==> src/rtl/imem_pkg.sv <==
// Shared types and sizes for the instruction-memory loader.
// Optional feature macro: LOADER_CHECKSUM_EN (adds the CHECK state).
package imem_pkg;

  localparam int unsigned IMEM_ADDR_W = 8;
  localparam int unsigned IMEM_DEPTH  = 256;
  localparam int unsigned INST_W      = 32;

  typedef enum logic [2:0] {
    IDLE    = 3'd0,
    COLLECT = 3'd1,
    WRITE   = 3'd2,
    CHECK   = 3'd3,
    DONE    = 3'd4
  } state_e;

endpackage

==> src/rtl/byte_packer.sv <==
// Packs accepted bytes little-endian into one instruction word.
module byte_packer
  import imem_pkg::*;
(
  input  logic              clk_i,
  input  logic              rst_ni,
  input  logic              clear_i,
  input  logic              accept_i,
  input  logic [7:0]        byte_i,
  output logic              word_full_c,
  output logic [INST_W-1:0] word_o
);

  localparam int unsigned IDX_W = $clog2(INST_W / 8);
  localparam logic [IDX_W-1:0] LAST_IDX = IDX_W'((INST_W / 8) - 1);

  logic [IDX_W-1:0]  r_idx;
  logic [INST_W-1:0] r_word;

  // The byte that lands in the top lane completes the word.
  assign word_full_c = accept_i && (r_idx == LAST_IDX);
  assign word_o      = r_word;

  // Insert each accepted byte into its lane; the index wraps after the top lane.
  always_ff @(posedge clk_i or negedge rst_ni) begin
    if (!rst_ni) begin
      r_idx  <= '0;
      r_word <= '0;
    end else if (clear_i) begin
      r_idx  <= '0;
      r_word <= '0;
    end else if (accept_i) begin
      r_word[{r_idx, 3'b000} +: 8] <= byte_i;
      r_idx                        <= r_idx + IDX_W'(1);
    end
  end

endmodule

==> src/rtl/imem_loader.sv <==
// Fills the icache from a byte stream and holds the core in reset until done.
// Optional feature macro: LOADER_CHECKSUM_EN (trailing checksum byte, err_o).
module imem_loader
  import imem_pkg::*;
#(
  parameter int unsigned ADDR_W = IMEM_ADDR_W,
  parameter int unsigned DEPTH  = IMEM_DEPTH
) (
  input  logic              clk_i,
  input  logic              rst_ni,
  input  logic              start_i,
  input  logic [ADDR_W:0]   nwords_i,
  input  logic [7:0]        byte_i,
  input  logic              byte_valid_i,
  output logic              byte_ready_o,
  output logic              we_o,
  output logic [ADDR_W-1:0] waddr_o,
  output logic [INST_W-1:0] wdata_o,
  output logic              busy_o,
  output logic              done_o,
  output logic              err_o,
  output logic              core_rst_no
);

  localparam int unsigned CNT_W = ADDR_W + 1;

  state_e            r_state, w_state_nxt;
  logic [CNT_W-1:0]  r_n, w_n_nxt;
  logic [CNT_W-1:0]  r_cnt, w_cnt_nxt;
  logic [ADDR_W-1:0] r_addr, w_addr_nxt;
  logic              r_we, r_busy, r_done, r_ready, r_core_rst_n;
  logic              w_we_nxt, w_busy_nxt, w_done_nxt, w_ready_nxt, w_core_rst_n_nxt;
  logic              w_start_c, w_accept_c, w_pack_c, w_word_full_c;
  logic              w_err_nxt;
  logic [CNT_W-1:0]  w_nsat_c;

`ifdef LOADER_CHECKSUM_EN
  logic       r_err;
  logic [7:0] r_sum, w_sum_nxt;
`endif

  assign w_accept_c = byte_valid_i && r_ready;
  assign w_pack_c   = w_accept_c && (r_state == COLLECT);
  assign w_nsat_c   = (nwords_i > CNT_W'(DEPTH)) ? CNT_W'(DEPTH) : nwords_i;

  byte_packer u_packer (
    .clk_i       (clk_i),
    .rst_ni      (rst_ni),
    .clear_i     (w_start_c),
    .accept_i    (w_pack_c),
    .byte_i      (byte_i),
    .word_full_c (w_word_full_c),
    .word_o      (wdata_o)
  );

  // State and load bookkeeping registers.
  always_ff @(posedge clk_i or negedge rst_ni) begin
    if (!rst_ni) begin
      r_state <= IDLE;
      r_n     <= '0;
      r_cnt   <= '0;
      r_addr  <= '0;
    end else begin
      r_state <= w_state_nxt;
      r_n     <= w_n_nxt;
      r_cnt   <= w_cnt_nxt;
      r_addr  <= w_addr_nxt;
    end
  end

  // Next state, bookkeeping and next values of the registered outputs.
  always_comb begin
    w_state_nxt = r_state;
    w_n_nxt     = r_n;
    w_cnt_nxt   = r_cnt;
    w_addr_nxt  = r_addr;
    w_start_c   = 1'b0;
`ifdef LOADER_CHECKSUM_EN
    w_err_nxt   = r_err;
    w_sum_nxt   = r_sum;
`else
    w_err_nxt   = 1'b0;
`endif

    case (r_state)
      IDLE, DONE: begin
        if (start_i) begin
          w_start_c   = 1'b1;
          w_n_nxt     = w_nsat_c;
          w_cnt_nxt   = '0;
          w_addr_nxt  = '0;
          w_err_nxt   = 1'b0;
`ifdef LOADER_CHECKSUM_EN
          w_sum_nxt   = '0;
`endif
          w_state_nxt = (w_nsat_c == '0) ? DONE : COLLECT;
        end
      end
      COLLECT: begin
`ifdef LOADER_CHECKSUM_EN
        if (w_accept_c) w_sum_nxt = r_sum + byte_i;
`endif
        if (w_word_full_c) w_state_nxt = WRITE;
      end
      WRITE: begin
        w_cnt_nxt = r_cnt + CNT_W'(1);
        if (w_cnt_nxt == r_n) begin
`ifdef LOADER_CHECKSUM_EN
          w_state_nxt = CHECK;
`else
          w_state_nxt = DONE;
`endif
        end else begin
          w_addr_nxt  = r_addr + ADDR_W'(1);
          w_state_nxt = COLLECT;
        end
      end
`ifdef LOADER_CHECKSUM_EN
      CHECK: begin
        if (w_accept_c) begin
          w_err_nxt   = (8'(r_sum + byte_i) != 8'h00);
          w_state_nxt = DONE;
        end
      end
`endif
      default: w_state_nxt = IDLE;
    endcase

    w_we_nxt         = (w_state_nxt == WRITE);
    w_ready_nxt      = (w_state_nxt == COLLECT) || (w_state_nxt == CHECK);
    w_busy_nxt       = (w_state_nxt == COLLECT) || (w_state_nxt == WRITE) ||
                       (w_state_nxt == CHECK);
    w_done_nxt       = (w_state_nxt == DONE);
    w_core_rst_n_nxt = (w_state_nxt == DONE) && !w_err_nxt;
  end

  // Registered handshake, strobe and status outputs.
  always_ff @(posedge clk_i or negedge rst_ni) begin
    if (!rst_ni) begin
      r_we         <= 1'b0;
      r_ready      <= 1'b0;
      r_busy       <= 1'b0;
      r_done       <= 1'b0;
      r_core_rst_n <= 1'b0;
    end else begin
      r_we         <= w_we_nxt;
      r_ready      <= w_ready_nxt;
      r_busy       <= w_busy_nxt;
      r_done       <= w_done_nxt;
      r_core_rst_n <= w_core_rst_n_nxt;
    end
  end

`ifdef LOADER_CHECKSUM_EN
  // Running byte sum and the checksum verdict.
  always_ff @(posedge clk_i or negedge rst_ni) begin
    if (!rst_ni) begin
      r_sum <= '0;
      r_err <= 1'b0;
    end else begin
      r_sum <= w_sum_nxt;
      r_err <= w_err_nxt;
    end
  end

  assign err_o = r_err;
`else
  assign err_o = 1'b0;
`endif

  assign byte_ready_o = r_ready;
  assign we_o         = r_we;
  assign waddr_o      = r_addr;
  assign busy_o       = r_busy;
  assign done_o       = r_done;
  assign core_rst_no  = r_core_rst_n;

endmodule
==> config.mk <==
export PLATFORM = sky130hd
export DESIGN_NAME = imem_loader
export DESIGN_NICKNAME = d
export VERILOG_FILES = /design/src/rtl/imem_pkg.sv /design/src/rtl/byte_packer.sv /design/src/rtl/imem_loader.sv
export SDC_FILE = /design/constraint.sdc
export NUM_CORES = 1
export LEC_CHECK = 0
export BUFFER_PORTS_ARGS = -buffer_cell sky130_fd_sc_hd__buf_2
export CORE_MARGIN = 10
export CORE_UTILIZATION = 55
export DETAILED_ROUTE_END_ITERATION = 12
export PLACE_DENSITY = 0.84
export SLEW_MARGIN = 20
export SYNTH_ARGS = -nofsm -noshare
export SYNTH_HDL_FRONTEND = slang
export SYNTH_SLANG_ARGS = --single-unit
==> constraint.sdc <==
create_clock -name clk_i -period 3.15 [get_ports clk_i]
set_input_delay 0.63 -clock clk_i [delete_from_list [all_inputs] [get_ports clk_i]]
set_output_delay 0.63 -clock clk_i [all_outputs]
set_load 0.01 [all_outputs]
==> out/summary.log <==
qor: final_layout.fillers 465
qor: place.place_hpwl 6000 um
qor: worst_setup_path.reg2reg_from r_cnt[0]$_DFFE_PN0P_
qor: final_layout.layout_common_cells sky130_fd_sc_hd__dfrtp_1, sky130_fd_sc_hd__buf_2, sky130_fd_sc_hd__nand2_1, sky130_fd_sc_hd__o21ai_0, sky130_fd_sc_hd__a22o_1
qor: worst_setup_path.crit_required 3.41 ns
qor: floorplanning.row_count 28
qor: global_route.grt-ovfl-total 0
qor: pwr.clock_power_share 27.5%
qor: sta.clock.fmax 359 MHz
qor: place.place_congestion 0.851
qor: final_layout.drive_gt1_share 23.7%
qor: worst_setup_path.rr_endpoint waddr_o[1]$_DFFE_PN0P_
qor: route.route.detailed.wl_per_inst 17.3 um
qor: synthesis.ys_async_sr_fraction 100%
qor: synthesis.synth_nets 358
qor: floorplanning.die_width 97.7 um
qor: route.route.antenna.remaining_nets 0
qor: worst_setup_path.setup.worst_path.start r_cnt[0]$_DFFE_PN0P_
qor: route.vias 2,696
qor: sta.rsz0062_at_grt no
qor: synthesis.yosysWarnings 0
qor: final_layout.most_common_cell_after_layout_fill_and_taps_aside sky130_fd_sc_hd__dfrtp_1
qor: clocking.hold_buffers 0
qor: pwr.pwr-share-comb 31.0%
qor: run.max_cap_viol_count 0
qor: place.numPortBuffers 65
qor: sta.finalSetupTns 0 ns
qor: pwr.power.switching_fraction 36.1%
qor: global_route.grt_start_max_net_pins 44
qor: clocking.ctsHtreeMaxLevel 3
qor: clocking.post_cts_resized 0
qor: min_path.type_of_the_tightest_min_delay_check in -> async
qor: sta.finalCriticalPeriod 2.78 ns
qor: floorplanning.start_util 56.4%
qor: synthesis.yosys_register_bits 67
qor: run_status.outcome finished, final reports clean
qor: global_route.first_pass_grt_wire_length 13,400 um
qor: synthesis.mappedNetlistArea 3320 um^2
qor: clocking.tritoncts done
qor: place.placedCellCount 455
qor: worst_setup_path.timing.reg2reg.worst_path_depth 7
qor: route.drt_drc_violations_left 0
qor: route.wirelength_met1 3360 um
qor: clocking.cts_max_path_buffers 2
qor: pwr.power.switching 0.00108 W
qor: route.dr.pass1.iters 4
qor: global_route.number_of_global_route_vias_before_repair 2,748
qor: pwr.peakVddDrop 506 uV
qor: final_layout.finalNonFillerCells 471
qor: route.top_signal_layer_used met4
qor: synthesis.top_cells_by_area_synth sky130_fd_sc_hd__dfrtp_1, sky130_fd_sc_hd__nand2_1, sky130_fd_sc_hd__a22o_1
qor: sta.tightest_slew 1.07 ns
qor: final_layout.design.final.nets 419
qor: worst_setup_path.regToRegSetupSlack 0.37 ns
qor: synthesis.library_cell_occupying_the_most_area_in_the_post_synthesis_netlist sky130_fd_sc_hd__dfrtp_1
qor: clocking.clkSinkCount 67
qor: clocking.cts_made_buffers 9
qor: route.drt_wl_total 8140 um
qor: clocking.cts.repair_timing.setup_buffer_count 0
qor: sta.period_share 88.3%
qor: synthesis.synth-seq-area-share 50.5%
qor: global_route.number_of_antenna_violations_at_the_first_check_in_global_routing 0
qor: sta.hold_violations 0
qor: final_layout.area.growth.synth_to_final 17.0%
qor: clocking.clk-insertion-delay-late 0.35 ns
qor: floorplanning.floorplan.io_pins 67
qor: route.route.detailed.vias_per_inst 5.72
qor: floorplanning.floorplan.core_area 5890 um^2
qor: sta.setup-violations-final 0
qor: pwr.power.internal 0.00191 W
qor: worst_setup_path.cp_max_fo 14
qor: worst_setup_path.timing.critical_path.arrival 3.04 ns
qor: global_route.global_route.usage.total 16.8%
qor: sta.final.setup_skew 0.0117 ns
qor: synthesis.ys_dominant_reg_cell sky130_fd_sc_hd__dfrtp_1
qor: synthesis.synth_enable_flop_cells 0
qor: pwr.finalPower 0.00299 W
qor: synthesis.netlist-cell-type-count 49
qor: floorplanning.die_h 97.7 um
qor: route.met3_wirelength 458 um
qor: pwr.pwr_density_cell 771 nW/um^2
qor: synthesis.yosys.area.top_type_share 50.5%
qor: pwr.p_leak 2.00 nW
qor: clocking.clk_pin_slew_worst_paths 0.07 ns
qor: worst_setup_path.endpoint waddr_o[1]$_DFFE_PN0P_
qor: sta.maxSlewHeadroom 28.3%
qor: worst_setup_path.critical_path_source_type flip-flop
qor: route.met2WireLength 4200 um
qor: pwr.p_seq_share 41.5%
qor: clocking.cts_root_buf sky130_fd_sc_hd__clkbuf_8
qor: final_layout.diodes 0
qor: worst_setup_path.worstSetupEndpointType flip-flop
qor: sta.final_max_slew_viol_count 0
qor: floorplanning.die_area 9540 um^2
qor: synthesis.synthesis.instances 330
qor: route.drtIter0Drc 201
qor: synthesis.synth.avg_cell_area 10.1 um^2
qor: worst_setup_path.critical_setup_path_class reg -> reg
[power groups by stage]
stage               clock network [W]  logic [W]  registers, W
floorplan                           0   0.000591       0.00126
global placement                    0   0.000890       0.00124
detailed placement                  0   0.000925       0.00125
CTS                          0.000825   0.000934       0.00124
global route                 0.000869    0.00103       0.00127
finish                       0.000822   0.000928       0.00124
[stage by stage]
step / hold WS, ns / utilization [%] / worst slack (ns) / cell area (um^2)
after detailed placement: 0.467 / 61.9 / 0.372 / 3640
after floorplan: 0.334 / - / 0.882 / 3320
after global placement: 0.460 / 61.9 / 0.552 / 3640
after global routing: 0.505 / 65.9 / 0.211 / 3880
after CTS: 0.440 / 65.9 / 0.362 / 3880
final: 0.417 / 65.9 / 0.367 / 3880
[cell usage after synthesis (all sizes together), types with 2 or more instances]
library cell,count
nor3,2
o211ai,2
a21oi,10
nand4,5
nand2b,5
nand2,60
o21ai,28
dfrtp,67
a31oi,2
mux2i,9
nor2,20
o2111ai,3
nand3b,10
buf,12
clkbuf,6
and3,4
o31ai,2
nor3b,3
nor2b,3
ha,7
inv,6
xor2,6
nand3,9
nor4,3
a21o,2
a22o,25
xnor2,6
and2,2
[registers in the layout, summed over array words and instances, names as in the netlist]
signal and cells:
u_packer.word_o 32, done_o 1, we_o 1, u_packer.r_idx 2
r_state 3, r_n 9, busy_o 1, r_cnt 9
byte_ready_o 1, waddr_o 8
[final cells by class]
type                       count  area [um^2]  area share (%)
timing repair buffer          68          348            8.96
sequential                    67         1680            43.2
multi-input combinational    239         1500            38.7
clock buffer                  11          151            3.90
tap                           75         93.8            2.42
clock inverter                 5         85.1            2.19
inverter                       6         22.5           0.580
[kinds of logic (layout without fill, tap and decap cells)]
group | Yosys count | in the layout | share of synthesized area (%)
XOR/XNOR | 12 | 12 | 3.40
flip-flops | 67 | 67 | 50.5
multiplexers | 10 | 10 | 3.17
AND/OR/NAND/NOR | 129 | 129 | 19.1
buffers and inverters | 24 | 90 | 4.15
AO/OA/AOI/OAI | 80 | 80 | 16.9
other | 1 | 1 | 0.113
adder cells (fa/ha/maj) | 7 | 7 | 2.64
[worst min-delay path by stage]
stage	end	from	slack, ns
detailed placement	u_packer.word_o[3]$_DFFE_PN0P_	u_packer.word_o[3]$_DFFE_PN0P_	0.47
global route	r_cnt[6]$_DFFE_PN0P_	rst_ni	0.51
floorplan	busy_o$_DFF_PN0_	rst_ni	0.33
finish	r_cnt[6]$_DFFE_PN0P_	rst_ni	0.42
global placement	u_packer.word_o[0]$_DFFE_PN0P_	u_packer.word_o[0]$_DFFE_PN0P_	0.46
CTS	r_cnt[6]$_DFFE_PN0P_	rst_ni	0.44
[worst max-delay path, cell delays in order, from the launching register on]
cell                        delay, ns
sky130_fd_sc_hd__dfrtp_1         0.48
sky130_fd_sc_hd__ha_1            0.49
sky130_fd_sc_hd__xor2_1          0.14
sky130_fd_sc_hd__nor3_1          0.21
sky130_fd_sc_hd__o2111ai_2       0.14
sky130_fd_sc_hd__or4_1           0.69
sky130_fd_sc_hd__o21ai_2         0.31
sky130_fd_sc_hd__mux2i_1         0.23
[per-layer routing]
metal | track usage, % | up-vias
li1 | - | 1282
met1 | 18.9 | 1317
met2 | 29.1 | 81
met3 | 3.84 | 16
met4 | 7.83 | 0
met5 | 0 | -
Note: power is estimated with default switching activity, not from simulation.
